==> config.mk <==
export PLATFORM = sky130hd
export DESIGN_NAME = key_schedule_seq
export DESIGN_NICKNAME = d
export VERILOG_FILES = /design/src/rtl/key_schedule_seq_pkg.sv /design/src/rtl/key_schedule_seq_sbox.sv /design/src/rtl/key_schedule_seq.sv
export SDC_FILE = /design/constraint.sdc
export NUM_CORES = 2
export LEC_CHECK = 0
export BUFFER_PORTS_ARGS = -buffer_cell sky130_fd_sc_hd__buf_4
export CORE_MARGIN = 1.5
export CORE_UTILIZATION = 40
export CTS_CLUSTER_SIZE = 12
export DETAILED_ROUTE_END_ITERATION = 6
export HOLD_SLACK_MARGIN = 0.08
export SLEW_MARGIN = 0
export SYNTH_ARGS = -nofsm -noshare
export SYNTH_HDL_FRONTEND = slang
export SYNTH_SLANG_ARGS = --single-unit
==> constraint.sdc <==
create_clock -name clk -period 10.5 [get_ports clk]
set_clock_uncertainty 0.05 [all_clocks]
set_input_delay 0.525 -clock clk [delete_from_list [all_inputs] [get_ports clk]]
set_output_delay 0.525 -clock clk [all_outputs]
set_load 0.005 [all_outputs]
==> src/rtl/key_schedule_seq_pkg.sv <==
// AES key-schedule shared definitions: key length encoding, FSM states, Nk/Nr lookup, xtime.
// Latency: n/a (types and pure functions only).
// Backpressure: n/a.
package key_schedule_seq_pkg;

  typedef enum logic [1:0] {
    KL_128 = 2'd0,
    KL_192 = 2'd1,
    KL_256 = 2'd2,
    KL_ILL = 2'd3
  } key_len_e;

  typedef enum logic [1:0] {
    ST_IDLE   = 2'd0,
    ST_LOAD   = 2'd1,
    ST_EXPAND = 2'd2
  } state_e;

  localparam logic [3:0] NK_128 = 4'd4;
  localparam logic [3:0] NK_192 = 4'd6;
  localparam logic [3:0] NK_256 = 4'd8;
  localparam logic [3:0] NR_128 = 4'd10;
  localparam logic [3:0] NR_192 = 4'd12;
  localparam logic [3:0] NR_256 = 4'd14;

  // Key length in 32-bit words.
  function automatic logic [3:0] nk_of(input key_len_e kl);
    case (kl)
      KL_128:  return NK_128;
      KL_192:  return NK_192;
      default: return NK_256;
    endcase
  endfunction

  // Number of cipher rounds.
  function automatic logic [3:0] nr_of(input key_len_e kl);
    case (kl)
      KL_128:  return NR_128;
      KL_192:  return NR_192;
      default: return NR_256;
    endcase
  endfunction

  // Key length in bits; the illegal code maps to a value no build can support.
  function automatic int unsigned key_bits_of(input key_len_e kl);
    case (kl)
      KL_128:  return 32'd128;
      KL_192:  return 32'd192;
      KL_256:  return 32'd256;
      default: return 32'hFFFF_FFFF;
    endcase
  endfunction

  // Multiply by x in GF(2^8) modulo x^8+x^4+x^3+x+1.
  function automatic logic [7:0] xtime(input logic [7:0] b);
    return {b[6:0], 1'b0} ^ (b[7] ? 8'h1b : 8'h00);
  endfunction

endpackage

==> src/rtl/key_schedule_seq_sbox.sv <==
// AES forward S-box, one byte. Ports: i_byte (in), o_byte (substituted out).
// Latency: combinational.
// Backpressure: none.
module key_schedule_seq_sbox (
  input  logic [7:0] i_byte,
  output logic [7:0] o_byte
);

  // Entry 0 sits in the top byte, so entry x starts at bit 8*(255-x) = {~x,3'b000}.
  localparam logic [2047:0] SBOX_TBL = {
    128'h637c777bf26b6fc53001672bfed7ab76,
    128'hca82c97dfa5947f0add4a2af9ca472c0,
    128'hb7fd9326363ff7cc34a5e5f171d83115,
    128'h04c723c31896059a071280e2eb27b275,
    128'h09832c1a1b6e5aa0523bd6b329e32f84,
    128'h53d100ed20fcb15b6acbbe394a4c58cf,
    128'hd0efaafb434d338545f9027f503c9fa8,
    128'h51a3408f929d38f5bcb6da2110fff3d2,
    128'hcd0c13ec5f974417c4a77e3d645d1973,
    128'h60814fdc222a908846eeb814de5e0bdb,
    128'he0323a0a4906245cc2d3ac629195e479,
    128'he7c8376d8dd54ea96c56f4ea657aae08,
    128'hba78252e1ca6b4c6e8dd741f4bbd8b8a,
    128'h703eb5664803f60e613557b986c11d9e,
    128'he1f8981169d98e949b1e87e9ce5528df,
    128'h8ca1890dbfe6426841992d0fb054bb16
  };

  assign o_byte = SBOX_TBL[{~i_byte, 3'b000} +: 8];

endmodule

==> src/rtl/key_schedule_seq.sv <==
// AES-128/192/256 key expansion, one word per cycle, into a readable round-key store.
// Ports: clk/rst_n; start+key_len+key request; busy/done/err/keys_valid/nr status; rk_idx -> rk_out read.
// Latency: done 41/47/53 edges after acceptance; start is ignored (no backpressure) while busy.
module key_schedule_seq
  import key_schedule_seq_pkg::*;
#(
  parameter int MAX_KEY_BITS = 256
) (
  input  logic                    clk,
  input  logic                    rst_n,
  input  logic                    start,
  input  logic [1:0]              key_len,
  input  logic [MAX_KEY_BITS-1:0] key,
  output logic                    busy,
  output logic                    done,
  output logic                    err,
  output logic                    keys_valid,
  output logic [3:0]              nr,
  input  logic [3:0]              rk_idx,
  output logic [127:0]            rk_out
);

  localparam int          MAXW       = MAX_KEY_BITS / 32;
  localparam int          WORDS      = 4 * (MAXW + 7);
  localparam int          IW         = $clog2(WORDS);
  localparam int unsigned MAX_BITS_U = MAX_KEY_BITS;

  state_e                  r_state;
  logic [3:0]              r_nk;
  logic [3:0]              r_nr;
  logic [IW-1:0]           r_i;
  logic [2:0]              r_mod;   // i mod Nk, kept as a wrapping counter
  logic [7:0]              r_rcon;
  logic                    r_busy;
  logic                    r_done;
  logic                    r_err;
  logic                    r_valid;
  logic [MAX_KEY_BITS-1:0] r_key;
  logic [31:0]             r_words [WORDS];

  key_len_e      w_kl;
  logic          w_legal;
  logic          w_accept;
  logic [31:0]   w_prev;
  logic [31:0]   w_back;
  logic [31:0]   w_sub_in;
  logic [31:0]   w_sub;
  logic [31:0]   w_temp;
  logic [31:0]   w_new;
  logic [IW-1:0] w_last_i;
  logic          w_final;

  assign w_kl     = key_len_e'(key_len);
  assign w_legal  = (w_kl != KL_ILL) && (key_bits_of(w_kl) <= MAX_BITS_U);
  assign w_accept = (r_state == ST_IDLE) && start && w_legal;

  assign w_prev   = r_words[r_i - IW'(1)];
  assign w_back   = r_words[r_i - IW'(r_nk)];
  // RotWord only on the Nk-aligned word; the shared SubWord serves both cases.
  assign w_sub_in = (r_mod == 3'd0) ? {w_prev[23:0], w_prev[31:24]} : w_prev;

  for (genvar g = 0; g < 4; g++) begin : g_sbox
    key_schedule_seq_sbox u_sbox (
      .i_byte(w_sub_in[8*g +: 8]),
      .o_byte(w_sub[8*g +: 8])
    );
  end

  always_comb begin
    w_temp = w_prev;
    if (r_mod == 3'd0) begin
      w_temp = w_sub ^ {r_rcon, 24'h0};
    end else if ((r_nk == NK_256) && (r_mod == 3'd4)) begin
      w_temp = w_sub;
    end
  end

  assign w_new    = w_back ^ w_temp;
  assign w_last_i = IW'({r_nr, 2'b00}) + IW'(3);
  assign w_final  = (r_state == ST_EXPAND) && (r_i == w_last_i);

  // Control FSM with registered status outputs.
  always_ff @(posedge clk or negedge rst_n) begin
    if (!rst_n) begin
      r_state <= ST_IDLE;
      r_nk    <= 4'd0;
      r_nr    <= 4'd0;
      r_i     <= '0;
      r_mod   <= 3'd0;
      r_rcon  <= 8'h01;
      r_busy  <= 1'b0;
      r_done  <= 1'b0;
      r_err   <= 1'b0;
      r_valid <= 1'b0;
    end else begin
      r_done <= 1'b0;
      r_err  <= 1'b0;
      case (r_state)
        ST_IDLE: begin
          if (w_accept) begin
            r_state <= ST_LOAD;
            r_nk    <= nk_of(w_kl);
            r_nr    <= nr_of(w_kl);
            r_rcon  <= 8'h01;
            r_valid <= 1'b0;
            r_busy  <= 1'b1;
          end else if (start) begin
            r_err <= 1'b1;
          end
        end
        ST_LOAD: begin
          r_state <= ST_EXPAND;
          r_i     <= IW'(r_nk);
          r_mod   <= 3'd0;
        end
        ST_EXPAND: begin
          r_i   <= r_i + IW'(1);
          r_mod <= (r_mod == 3'(r_nk - 4'd1)) ? 3'd0 : r_mod + 3'd1;
          if (r_mod == 3'd0) begin
            r_rcon <= xtime(r_rcon);
          end
          if (w_final) begin
            r_state <= ST_IDLE;
            r_busy  <= 1'b0;
            r_done  <= 1'b1;
            r_valid <= 1'b1;
          end
        end
        default: begin
          r_state <= ST_IDLE;
          r_busy  <= 1'b0;
        end
      endcase
    end
  end

  // Key capture and word store; contents are don't-care until keys_valid.
  always_ff @(posedge clk) begin
    if (w_accept) begin
      r_key <= key;
    end
    if (r_state == ST_LOAD) begin
      for (int j = 0; j < MAXW; j++) begin
        if (j < int'(r_nk)) begin
          r_words[j] <= r_key[MAX_KEY_BITS-1-32*j -: 32];
        end
      end
    end
    if (r_state == ST_EXPAND) begin
      r_words[r_i] <= w_new;
    end
  end

  always_comb begin
    rk_out = '0;
    if (r_valid && (rk_idx <= r_nr)) begin
      for (int j = 0; j < 4; j++) begin
        if (4 * int'(rk_idx) + j < WORDS) begin
          rk_out[127-32*j -: 32] = r_words[IW'(4 * int'(rk_idx) + j)];
        end
      end
    end
  end

  assign busy       = r_busy;
  assign done       = r_done;
  assign err        = r_err;
  assign keys_valid = r_valid;
  assign nr         = r_nr;

endmodule

==> run summary <==
Vias per inst: 7.41
Syn_area_per_cell: 16.0 sq um
Area share of the largest cell type after synthesis: 0.502
Worst-Skew Late Latency: 0.91 ns
Worst Path Buf+Inv: 5
Minimum clock period: 9.23 ns
Worst path cell trace: buf_12 -> buf_4 -> mux4_2 -> mux4_2 -> o2111ai_1 -> nand3_1 -> o21a_1 -> inv_2 -> ha_1 -> inv_1 -> a21oi_1 -> a211oi_1 -> a311oi_1 -> o2111a_1 -> a211oi_1 -> a32oi_2 -> xnor2_1 -> a21oi_2 -> xnor2_4 -> buf_4
# setup viols final: 0
Grt ovf: 0
Die area: 348000 sq um
Cell taking the most area after synthesis: edfxtp_1
Fill cell count: 29.3k
CTS tree: done
Post-Syn Area: 138000 sq um
Layout Area Growth over Synthesis: 14.7%
First-pass GRT wire length: 864000 um
Crit Path Class: flip-flop to flip-flop
DP HPWL: 415000 um
Cells after Synth: 8614
Number of global-route vias before repair: 99.4k
Register area share after synthesis: 0.507
Avg WL per Cell: 46.1 um
Slew Limit Headroom: -0.0119
H-tree depth: 5
Sink Count: 2333
Slew Limit Fails: 4
Clock slew at reported path FFs: 0.06 ns
Row count: 215
Root Driver: clkbuf_16
Post-synth EDFFs: 2304
Die width: 590 um
Final RePlAce weighted congestion: 1.08
CP Launch Type: flip-flop
DRT Wirelength: 643000 um
Ys flop type: edfxtp_1
Post-route DRC: 3
Final nets: 9534
CTS Buf Count: 267
Slowest CP cell: o2111ai_1
Failing checks: design-rule violations, max-capacitance violations, max-slew violations
Initial core utilization: 0.402
Worst hold path type: input pin to async pin
Critical path data arrival time: 9.90 ns
Worst Path Required: 11.17 ns
Worst-path fanout max: 96
Yosys warns: 0
Pre-antenna DRT Iters: 7
Die Ht: 590 um
Worst-Margin Slew: 1.51 ns
Fin. Hold Viols: 0
Largest net degree at the start of global routing: 123
Post-synthesis async set-or-reset flop share: 0.0124
Share of layout cells above drive strength 1: 0.366
Buffers on Ports: 399
#FFs+latches synth: 2333
Tot GR Track Use: 0.363
I/O Pins: 401
Max Root-Sink Buffers: 4
Routed via count: 103k
Outcome: finished, violations left
CP delay by family, top: compound AO/OA/AOI/OAI gates
Routed Antenna Nets: 0
Synth cell types: 123
RSZ-0062 raised after global routing: no
Maximum clock rate: 108 MHz
Setup_tns: 0 ns
DRT iter0 DRCs: 18.6k
CP max stage delay: 1.04 ns
Initial antenna violation count: 37
Area contributors post-synth: edfxtp_1 50%, mux4_2 30%, nand2_1 1.5%
CORE AREA: 343000 sq um
Final period util: 0.879
Mapped Nets: 8950
Worst setup EP type: flip-flop
# Post-CTS Setup Buffers: 0
Max cap viols: 2
## flip-flops by register name (all words and copies together) (netlist names)
name and flops:
r_i 6, keys_valid 1, r_nk 3, r_words 2048
busy 1, r_rcon 8, r_mod 3, nr 3
r_key 256, err 1, r_state 2, done 1
## layer usage
| layer | wire, um | track usage | vias up |
|---|---|---|---|
| met2 | 276000 | 0.520 | 9969 |
| met4 | 54000 | 0.263 | 28 |
| met5 | 333 | 0.00328 | - |
| met3 | 92700 | 0.140 | 2187 |
| met1 | 220000 | 0.448 | 53423 |
| li1 | - | - | 37765 |
## cell families after synthesis
group,synth area share
adders and majority gates,0.00650
buffers and inverters,0.0322
xor gates and xnor gates,0.00526
DFF,0.507
AOI/OAI and AO/OA,0.0722
other,0.0000272
and+or+nand+nor,0.0526
muxes,0.324
## through the flow
stage / setup slack, ns / instance area (sq um) / utilization / hold slack (ns) / std cells
2_1_floorplan: 2.35 / 138000 / - / 0.179 / 8614
5_1_grt: 0.972 / 158000 / 0.461 / 0.217 / 13927
6_report: 1.27 / 158000 / 0.461 / 0.137 / 13950
3_5_place_dp: 1.58 / 148000 / 0.430 / 0.454 / 13223
3_3_place_gp: 1.10 / 148000 / 0.430 / 0.440 / 13222
4_1_cts: 1.58 / 158000 / 0.461 / 0.175 / 13920
## cell type report
cell class,instances,area [sq um],share of cell area
multi-input cells,5354,64500,0.408
clock buffers,322,7100,0.0449
inverters,90,349,0.00221
clock inverters,113,792,0.00501
flip-flops and latches,2333,69900,0.442
well taps,4557,5700,0.0361
diodes,29,72.6,0.000459
repair buffers,1152,9680,0.0612
## worst paths after layout
path | from | endpoint | slack [ns] | cells past startpoint
setup reg to reg | r_i[0] | r_words[55][26] | 1.27 | 20
setup / recovery | r_i[0] | r_words[55][26] | 1.27 | 20
max in group asynchronous | rst_n | keys_valid | 9.89 | 2
min in group clk | key[1] | r_key[1] | 0.29 | 2
hold reg to reg | r_key[146] | r_words[3][18] | 0.45 | 2
hold / removal | rst_n | r_mod[2] | 0.14 | 2
## cells in the mapped netlist, types with 31 or more instances
library cell,n
a211oi_1,96
a21oi_1,344
a221oi_1,31
a31oi_1,67
and3_1,152
buf_1,95
buf_2,223
buf_4,74
buf_6,43
clkbuf_1,397
edfxtp_1,2304
ha_1,70
inv_1,75
mux2_2,79
mux2i_1,177
mux4_2,1865
nand2_1,551
nand3_1,113
nor2_1,412
nor2b_1,39
nor3_1,134
o2111ai_1,35
o211ai_1,65
o21ai_0,301
o21ai_1,116
o22ai_1,93
o31ai_1,33
## worst register-to-register path: stages (launching register included)
cell and delay (ns):
dfrtp_4 0.45, buf_12 0.64, buf_4 0.72, mux4_2 0.59, mux4_2 0.47, o2111ai_1 1.04
nand3_1 0.52, o21a_1 0.38, inv_2 0.25, ha_1 0.42, inv_1 0.31, a21oi_1 0.28
a211oi_1 0.11, a311oi_1 0.28, o2111a_1 0.25, a211oi_1 0.08, a32oi_2 0.52, xnor2_1 0.22
a21oi_2 0.18, xnor2_4 0.85, buf_4 0.43
## layout by cell type (no fill, tap or decap), drive strengths merged, types with 25 or more instances in the layout
cell type,count
a211oi,101
o31ai,34
buf,890
o221ai,25
edfxtp,2304
nor2b,40
xnor2,44
ha,70
nor3,136
o2111ai,35
a221oi,37
nand2,555
and3,152
o211ai,66
o22ai,94
o21ai,422
inv,99
diode,29
a31oi,67
nand3,115
mux2i,178
dlygate4sd3,262
mux2,80
clkbuf,322
nand4,28
clkinv,95
a311oi,30
dfrtp,28
mux4,1865
a21oi,349
o311ai,32
nor2,428
nand2b,25
## repair_timing
action | in CTS | in global routing
hold endpoints to repair | 291 | 0
resized for setup | 0 | 0
hold buffers | 262 | 0
Power is not shown: default switching activity piles up to over one toggle a cycle in this logic, so the estimate is an artifact.
